<file path="config.mk">
export PLATFORM = sky130hd
export DESIGN_NAME = dsp_issue_ctrl
export DESIGN_NICKNAME = d
export VERILOG_FILES = /design/src/rtl/dsp_issue_ctrl_pkg.sv /design/src/rtl/dsp_issue_ctrl_result_reg.sv /design/src/rtl/dsp_issue_ctrl.sv
export SDC_FILE = /design/constraint.sdc
export NUM_CORES = 1
export LEC_CHECK = 0
export BUFFER_PORTS_ARGS = -buffer_cell sky130_fd_sc_hd__buf_2
export CAP_MARGIN = 5
export CORE_ASPECT_RATIO = 1.75
export CORE_MARGIN = 2
export CORE_UTILIZATION = 31
export DETAILED_ROUTE_END_ITERATION = 8
export GPL_TIMING_DRIVEN = 0
export HOLD_SLACK_MARGIN = 0.08
export SLEW_MARGIN = 0
export SYNTH_ARGS = -nofsm -noshare
export SYNTH_HDL_FRONTEND = slang
export SYNTH_HIERARCHICAL = 1
export SYNTH_SLANG_ARGS = --single-unit
</file>
<file path="constraint.sdc">
create_clock -name clk -period 4.3 [get_ports clk]
set_input_delay 0.215 -clock clk [delete_from_list [all_inputs] [get_ports clk]]
set_output_delay 0.215 -clock clk [all_outputs]
set_load 0.02 [all_outputs]
</file>
<file path="src/rtl/dsp_issue_ctrl_pkg.sv">
// dsp_pkg: shared state encoding, mode constants and pass-count helper for dsp_issue_ctrl
package dsp_pkg;
  typedef enum logic [1:0] {IDLE, RUN, DRAIN} state_t;
  localparam logic [1:0] MODE_HALF    = 2'd0;
  localparam logic [1:0] MODE_MIXED   = 2'd1;
  localparam logic [1:0] MODE_FULL    = 2'd2;
  localparam logic [1:0] MODE_ILLEGAL = 2'd3;
  function automatic logic [2:0] pass_count(input logic [1:0] mode);
    return mode == MODE_MIXED ? 3'd2 : mode == MODE_FULL ? 3'd4 : 3'd1;
  endfunction
endpackage

</file>
<file path="src/rtl/dsp_issue_ctrl_result_reg.sv">
// dsp_result_reg: one-entry valid/ready holding register for the datapath result and its error flag
module dsp_result_reg #(
  parameter int W = 32
) (
  input  logic         clk,
  input  logic         reset_n,
  input  logic         load,
  input  logic [W-1:0] load_data,
  input  logic         load_err,
  input  logic         res_ready,
  output logic         res_valid,
  output logic [W-1:0] res_data,
  output logic         res_err,
  output logic         free
);
  assign free = !res_valid || res_ready;
  always_ff @(posedge clk or negedge reset_n)
    if (!reset_n) begin
      res_valid <= 1'b0;
      res_data  <= '0;
      res_err   <= 1'b0;
    end else if (load) begin
      res_valid <= 1'b1;
      res_data  <= load_data;
      res_err   <= load_err;
    end else if (res_ready) begin
      res_valid <= 1'b0;
    end
endmodule

</file>
<file path="src/rtl/dsp_issue_ctrl.sv">
// dsp_issue_ctrl: expands multiply/MAC commands into FB42 datapath pass sequences and collects the result
module dsp_issue_ctrl
  import dsp_pkg::*;
#(
  parameter int N       = 16,
  parameter int M       = 16,
  parameter int OUT_LAT = 1
) (
  input  logic           clk,
  input  logic           reset_n,
  input  logic           cmd_valid,
  output logic           cmd_ready,
  input  logic [N-1:0]   cmd_a,
  input  logic [M-1:0]   cmd_b,
  input  logic [N+M-1:0] cmd_c,
  input  logic [1:0]     cmd_mode,
  input  logic           cmd_mac,
  input  logic [1:0]     cmd_shift,
  output logic           dsp_start,
  output logic [1:0]     dsp_mode,
  output logic [N-1:0]   dsp_aa,
  output logic [M-1:0]   dsp_bb,
  output logic [N+M-1:0] dsp_cc,
  output logic           dsp_mac,
  output logic           dsp_mac_start,
  output logic [1:0]     dsp_barrel_shifter,
  input  logic [N+M-1:0] dsp_out,
  output logic           res_valid,
  input  logic           res_ready,
  output logic [N+M-1:0] res_data,
  output logic           res_err
);
  state_t state, state_n;
  logic [1:0] pass_cnt, lat_cnt;
  logic err, mac_prev, free, accept, last_pass, capture;
  assign cmd_ready = reset_n && state == IDLE && free;
  assign accept    = cmd_valid && cmd_ready;
  assign last_pass = {1'b0, pass_cnt} == pass_count(dsp_mode) - 3'd1;
  assign capture   = state == DRAIN && lat_cnt == 2'd0;
  always_comb begin
    state_n = state;
    state_n = state == IDLE ? (accept ? RUN : IDLE) :
              state == RUN  ? (last_pass ? DRAIN : RUN) :
              (capture ? IDLE : DRAIN);
  end
  always_ff @(posedge clk or negedge reset_n)
    if (!reset_n) begin
      state              <= IDLE;
      pass_cnt           <= '0;
      lat_cnt            <= '0;
      err                <= 1'b0;
      mac_prev           <= 1'b0;
      dsp_start          <= 1'b0;
      dsp_mode           <= MODE_HALF;
      dsp_aa             <= '0;
      dsp_bb             <= '0;
      dsp_cc             <= '0;
      dsp_mac            <= 1'b0;
      dsp_mac_start      <= 1'b0;
      dsp_barrel_shifter <= '0;
    end else begin
      state         <= state_n;
      dsp_start     <= accept;
      dsp_mac_start <= accept && cmd_mac && !mac_prev;
      if (accept) begin
        pass_cnt           <= '0;
        err                <= cmd_mode == MODE_ILLEGAL;
        mac_prev           <= cmd_mac;
        dsp_mode           <= cmd_mode == MODE_ILLEGAL ? MODE_HALF : cmd_mode;
        dsp_aa             <= cmd_a;
        dsp_bb             <= cmd_b;
        dsp_cc             <= cmd_c;
        dsp_mac            <= cmd_mac;
        dsp_barrel_shifter <= cmd_shift;
      end else if (state == RUN) begin
        pass_cnt <= pass_cnt + 2'd1;
        lat_cnt  <= 2'(OUT_LAT - 1);
        if (last_pass) begin
          dsp_aa   <= '0;
          dsp_bb   <= '0;
          dsp_mode <= MODE_HALF;
        end
      end else if (state == DRAIN) begin
        lat_cnt <= lat_cnt - 2'd1;
      end
    end
  dsp_result_reg #(.W(N + M)) u_result (
    .clk       (clk),
    .reset_n   (reset_n),
    .load      (capture),
    .load_data (dsp_out),
    .load_err  (err),
    .res_ready (res_ready),
    .res_valid (res_valid),
    .res_data  (res_data),
    .res_err   (res_err),
    .free      (free)
  );
endmodule
</file>
== Yosys cells after proc, flatten, opt, wreduce, memory -nomap -nowiden ==
Cells that the tools add are included.

* Flip-flop bits (word level): 112
* Word-level logic and storage cells: 63
* Input port bits: 105

* Eq/ne operators: 6
* Reduce and logical (&&, ||, !) cells: 17
* Bitwise operators: 1
* $add $sub $neg: 3
* Muxes and demuxes: 21

{| class="wikitable"
|+ Operator list
! kind !! count
|-
| 2-to-1 mux 16 bit || 4
|-
| 2-to-1 mux 2 bit || 12
|-
| nonzero test 2 bit || 4
|-
| equality test 2 bit, second input constant || 3
|-
| logical AND 1 bit || 6
|-
| 2-to-1 mux 3 bit || 2
|-
| equality test 2 x 1 -> 1 bit, second input constant || 2
|-
| logical NOT 2 bit || 2
|-
| AND reduction 2 bit || 2
|-
| equality test 2 x 3 -> 1 bit || 1
|-
| 2-to-1 mux 1 bit || 3
|-
| subtractor 3 x 1 -> 3 bit, second input constant || 1
|-
| adder 2 x 1 -> 2 bit, second input constant || 1
|-
| logical NOT 1 bit || 2
|-
| subtractor 2 x 1 -> 2 bit, second input constant || 1
|-
| logical OR 1 bit || 1
|-
| NOT 1 bit || 1
|}

== Longest topological paths before layout ==
* Depth after elaboration: 8
* Mapped depth: 7

== Modules after synthesis ==
Netlist, hierarchy kept.

{| class="wikitable"
|+ By module, submodules not included
! module !! cells each !! area an instance (um2) !! instances
|-
| dsp_issue_ctrl || 339 || 3,118.0 || 1
|-
| dsp_result_reg || 73 || 1,415.1 || 1
|}

== Worst setup path before layout ==
OpenSTA, ideal clock, no wires.

* Kind: reg2reg
* Start: reg dsp_mode[0]
* End: reg dsp_aa[10]
* Setup slack: 2,643 ps
* Stages on the path, launching flop included: 7
* Setup time: 126 ps
* Arrival time: 1,531 ps
* Clock period less this slack: 1,657 ps
* Path through: dfrtp_1 inv_1 ha_1 xnor2_1 nor3b_4 buf_6 o21ai_0

* Cells in the longest elaborated chain, start to end: 7
* Elaborated cells on any way between the ends: 8
* Classes of those cells: 1 x add/sub; 3 x eq/ne; 2 x mux; 2 x reduce/logical

{| class="wikitable"
|+ RTL lines
! element !! line !! source
|-
| from (decl) || dsp_issue_ctrl.sv:20 || <nowiki>output logic [1:0] dsp_mode,</nowiki>
|-
| from (signal assigned) || dsp_issue_ctrl.sv:69 || <nowiki>dsp_mode <= cmd_mode == MODE_ILLEGAL ? MODE_HALF : cmd_mode;</nowiki>
|-
| equality test 2 bit || dsp_issue_ctrl_pkg.sv:9 || <nowiki>return mode == MODE_MIXED ? 3'd2 : mode == MODE_FULL ? 3'd4 : 3'd1;</nowiki>
|-
| 2-to-1 mux 3 bit || dsp_issue_ctrl_pkg.sv:9 ||
|-
| 2-to-1 mux 3 bit (*) || dsp_issue_ctrl_pkg.sv:9 ||
|-
| subtractor 3 x 1 -> 3 bit (*) || dsp_issue_ctrl.sv:38 || <nowiki>assign last_pass = {1'b0, pass_cnt} == pass_count(dsp_mode) - 3'd1;</nowiki>
|-
| equality test 2 x 3 -> 1 bit (*) || dsp_issue_ctrl.sv:38 ||
|-
| nonzero test 2 bit (no line) (*) || n/a ||
|-
| AND reduction 2 bit (no line) (*) || n/a ||
|-
| to (signal assigned) || dsp_issue_ctrl.sv:70 || <nowiki>dsp_aa <= cmd_a;</nowiki>
|-
| to (decl) || dsp_issue_ctrl.sv:21 || <nowiki>output logic [N-1:0] dsp_aa,</nowiki>
|}

Every way passes the cells marked *; elsewhere a longest branch is shown, timed or not.
A chain may end at the register's enable or synchronous reset.

== Worst setup path in the final report ==
* Start: in reset_n
* End: reg dsp_aa[14]

* Cells in the longest elaborated chain, start to end: 5
* Elaborated cells on any way between the ends: 7
* Classes of those cells: 1 x mux; 6 x reduce/logical

{| class="wikitable"
|+ RTL lines
! element !! line !! source
|-
| from (decl) || dsp_issue_ctrl.sv:10 || <nowiki>input logic reset_n,</nowiki>
|-
| logical AND 1 bit (*) (2 in a row) || dsp_issue_ctrl.sv:36 || <nowiki>assign cmd_ready = reset_n && state == IDLE && free;</nowiki>
|-
| logical AND 1 bit (*) || dsp_issue_ctrl.sv:37 || <nowiki>assign accept = cmd_valid && cmd_ready;</nowiki>
|-
| nonzero test 2 bit (no line) || n/a ||
|-
| AND reduction 2 bit (no line) || n/a ||
|}

Marks and branches as above.

==> qor.csv <==
stage,metric,value,unit
synthesis,async_flop_share,1.00,
sta,maxSlewViolCount,0,
placed_design,dpl_cell_area,5840,µm²
synthesis,synth_top_cell_by_area,dfrtp_1,
floorplanning,dieArea,15600,µm²
clocking,cts_max_path_buffers,2,
synthesis,synth.area.top_cells,"dfrtp_1 62%, nand2_1 15%, mux2_4 9.6%",
sta,rsz0062_at_grt,no,
worst_setup_path,crit_type,input pin to flop,
placed_design,dp_hpwl,9.10,mm
synthesis,synth_nets,522,
synthesis,ys_seq_area_frac,0.618,
drt,drtAntennaViolNets,0,
power,p_sw_frac,0.398,
final_layout,nets,804,
drt,drt_iter0_markers,137,
placed_design,portBuffers,210,
drt,vias_per_cell,4.44,
placed_design,place_congestion,0.782,
global_route,antenna_found_initial,0,
synthesis,ys.flop_type,dfrtp_1,
worst_setup_path,worst_path_largest_cell_delay,0.56,ns
clocking,clock_sinks,112,
global_route,gr-total-overflow,0,
synthesis,synth_cell_types,27,
outcome,status,completed,
floorplanning,die_x,95.4,µm
floorplanning,row_count,58,
sta,tightest_slew,0.710,ns
global_route,grt_pass1_wl,19.4,mm
worst_setup_path,start_kind,input pin,
synthesis,synth_seq_cells,112,
synthesis,yosys-top-cells-count,"176 x nand2_1, 112 x dfrtp_1, 29 x mux2_4, 29 x o21ai_0",
synthesis,yosysMostFrequentCell,nand2_1,
synthesis,synth_edf_count,0,
synthesis,yosysTopAreaCellShare,0.618,
final_layout,area_growth,48.7,%
power,p_clk_frac,0.174,
sta,clock_skew,0.0141,ns
sta,max-slew-margin-rel,0.527,
drt,firstDrtPassIters,5,
sta,setup_violations,0,
sta,setup_tns,0,ns
drt,dr_total_vias,3896,
power,switching_power,0.00195,W
power,share_comb_of_total_power,0.456,
power,vdd_drop_max,205,µV
sta,period_share,0.581,
hold_path,min_path_type,input pin to flop,
power,p_int,0.00294,W
global_route,grt_max_degree,63,
final_layout,drive_above_1_share,0.394,
worst_setup_path,cp_slowest_cell,buf_4,
global_route,grt_usage,0.158,
global_route,grt_pass1_vias,4120,
worst_setup_path,crit_chain,"dlygate4sd3_1, buf_4, buf_16, nand4_1, inv_2, clkbuf_1, nand2_1, o21ai_0",
worst_setup_path,crit_fanout,62,
clocking,clockRootBuffer,clkbuf_16,
worst_setup_path,cp_top_family,buffers and inverters,
synthesis,syn_area_per_cell,11.0,µm²
synthesis,yosysWarnings,6,
floorplanning,initial_core_util,0.315,
clocking,post_cts_resized,0,
sta,final_hold_viol_count,0,
final_layout,stdcell_area,6740,µm²
worst_setup_path,end_kind,flop,
worst_setup_path,worst-path-buf-inv,5,
worst_setup_path,cp.arrival,2.76,ns
synthesis,syn_inst,412,
drt,wire_per_inst,14.3,µm
drt,drc,0,
power,power_frac_seq,0.370,
clocking,cts_tree,built,
clocking,cts_buffers,9,
job,drv_cap,0,
final_layout,n_antenna_cell,0,
clocking,clk_pin_slew,0.08,ns
power,power.leakage,3.56,nW
final_layout,n_fill_cell,1363,
clocking,htreeDepth,3,
floorplanning,core-area,14400,µm²
synthesis,synthesis.area,4530,µm²
worst_setup_path,worstPathRequired,4.56,ns
sta,min_period,2.50,ns
floorplanning,io_pins,211,
power,powerDensity,724,nW/µm²
clocking,post_cts_buffers,0,
sta,timing.fmax,0.400,GHz
clocking,insertion_delay,0.34,ns
floorplanning,dieHeight,164,µm
drt,routed_wl,12.5,mm
path summary, 6_finish.rpt:
check                                   startpoint  cells after the start                           endpoint  slack (ns)
max in group asynchronous                  reset_n                      3  u_result/res_data[19]$_DFFE_PN0P_        3.08
min in group asynchronous                  reset_n                      2             dsp_cc[20]$_DFFE_PN0P_        0.48
hold reg to reg             dsp_cc[19]$_DFFE_PN0P_                      2             dsp_cc[19]$_DFFE_PN0P_        0.47
hold / removal                            cmd_a[1]                      3              dsp_aa[1]$_DFFE_PN0P_        0.09
setup / recovery                           reset_n                      8             dsp_aa[14]$_DFFE_PN0P_        1.80
setup reg to reg           dsp_mode[0]$_DFFE_PN0P_                      6              dsp_bb[8]$_DFFE_PN0P_        2.51
worst reg2reg max path, delay by kind of cell, from the launching register on:
family	cells	cell delay, ns
xor+xnor	1	0.17
flops	1	0.38
compound gates	1	0.10
fa+ha+maj	1	0.31
buf+inv	2	0.27
simple gates	1	0.44
area by class of cell:
type                            instances  area, µm²  area share
Tap cell                              180        225      0.0334
Multi-Input combinational cell        270       1530       0.227
Buffer                                 22        169      0.0251
Clock inverter                          5       63.8     0.00946
Timing Repair Buffer                  271       1680       0.249
Sequential cell                       112       2800       0.416
Inverter                                8       30.0     0.00445
Clock buffer                           10        239      0.0354
repair_timing:
item                       in CTS  in global routing
setup endpoints to repair       0                  0
hold buffers                   60                  0
hold endpoints to repair      111                  0
registers in the layout, indices dropped and copies added, names as in the netlist:
name	flops
dsp_barrel_shifter	2
dsp_aa	16
u_result/res_data	32
dsp_cc	32
pass_cnt	2
mac_prev	1
dsp_mode	2
state	2
u_result/res_err	1
dsp_start	1
u_result/res_valid	1
dsp_mac_start	1
lat_cnt	2
dsp_bb	16
err	1
metrics by stage:
step	power, W	hold slack, ns	utilization	setup slack [ns]	instances
after floorplan	0.00324	-0.0806	-	2.64	412
after global placement	0.00396	0.406	0.404	0.602	802
after detailed placement	0.00403	0.314	0.406	1.87	803
after CTS	0.00495	0.0807	0.469	1.68	878
after global routing	0.00522	0.0862	0.469	1.42	878
final	0.00488	0.0949	0.469	1.80	878
power groups by stage:
stage / logic (W) / registers, W / clock network, W
floorplan: 0.000877 / 0.00236 / 0
global route: 0.00242 / 0.00187 / 0.000928
global placement: 0.00216 / 0.00179 / 0
CTS: 0.00226 / 0.00180 / 0.000890
detailed placement: 0.00221 / 0.00181 / 0
finish: 0.00223 / 0.00181 / 0.000852
layout by cell type (no fill, tap or decap), drive strengths merged, types with 2 or more instances in the layout:
cell / netlist / final
nand2b: 2 / 2
mux2: 33 / 33
xor2: 2 / 2
ha: 5 / 5
nor3b: 2 / 2
inv: 8 / 10
dfrtp: 112 / 112
o21ai: 35 / 35
nand2: 176 / 176
nor2: 5 / 5
buf: 15 / 226
clkbuf: 7 / 17
xnor2: 2 / 2
dlygate4sd3: 0 / 60
o32ai: 2 / 2
logic make-up (layout without fill, tap and decap cells):
kind of cell | count (synthesis) | count (layout) | share of synthesized area
muxes | 33 | 33 | 0.106
buffers and inverters | 30 | 316 | 0.0439
DFF | 112 | 112 | 0.618
adders and majority gates | 5 | 5 | 0.0138
xor gates and xnor gates | 4 | 4 | 0.00773
and+or+nand+nor | 189 | 189 | 0.164
AOI/OAI and AO/OA | 39 | 39 | 0.0464
layer usage:
layer,share of wire,routed length [µm],vias to the layer above,GRT usage
li1,-,-,1866,-
met1,0.37,4690,1876,0.166
met2,0.55,6910,129,0.299
met3,0.044,549,25,0.0275
met4,0.032,396,0,0.0695
met5,0,0,-,0
Power figures use the tool's default switching activity.
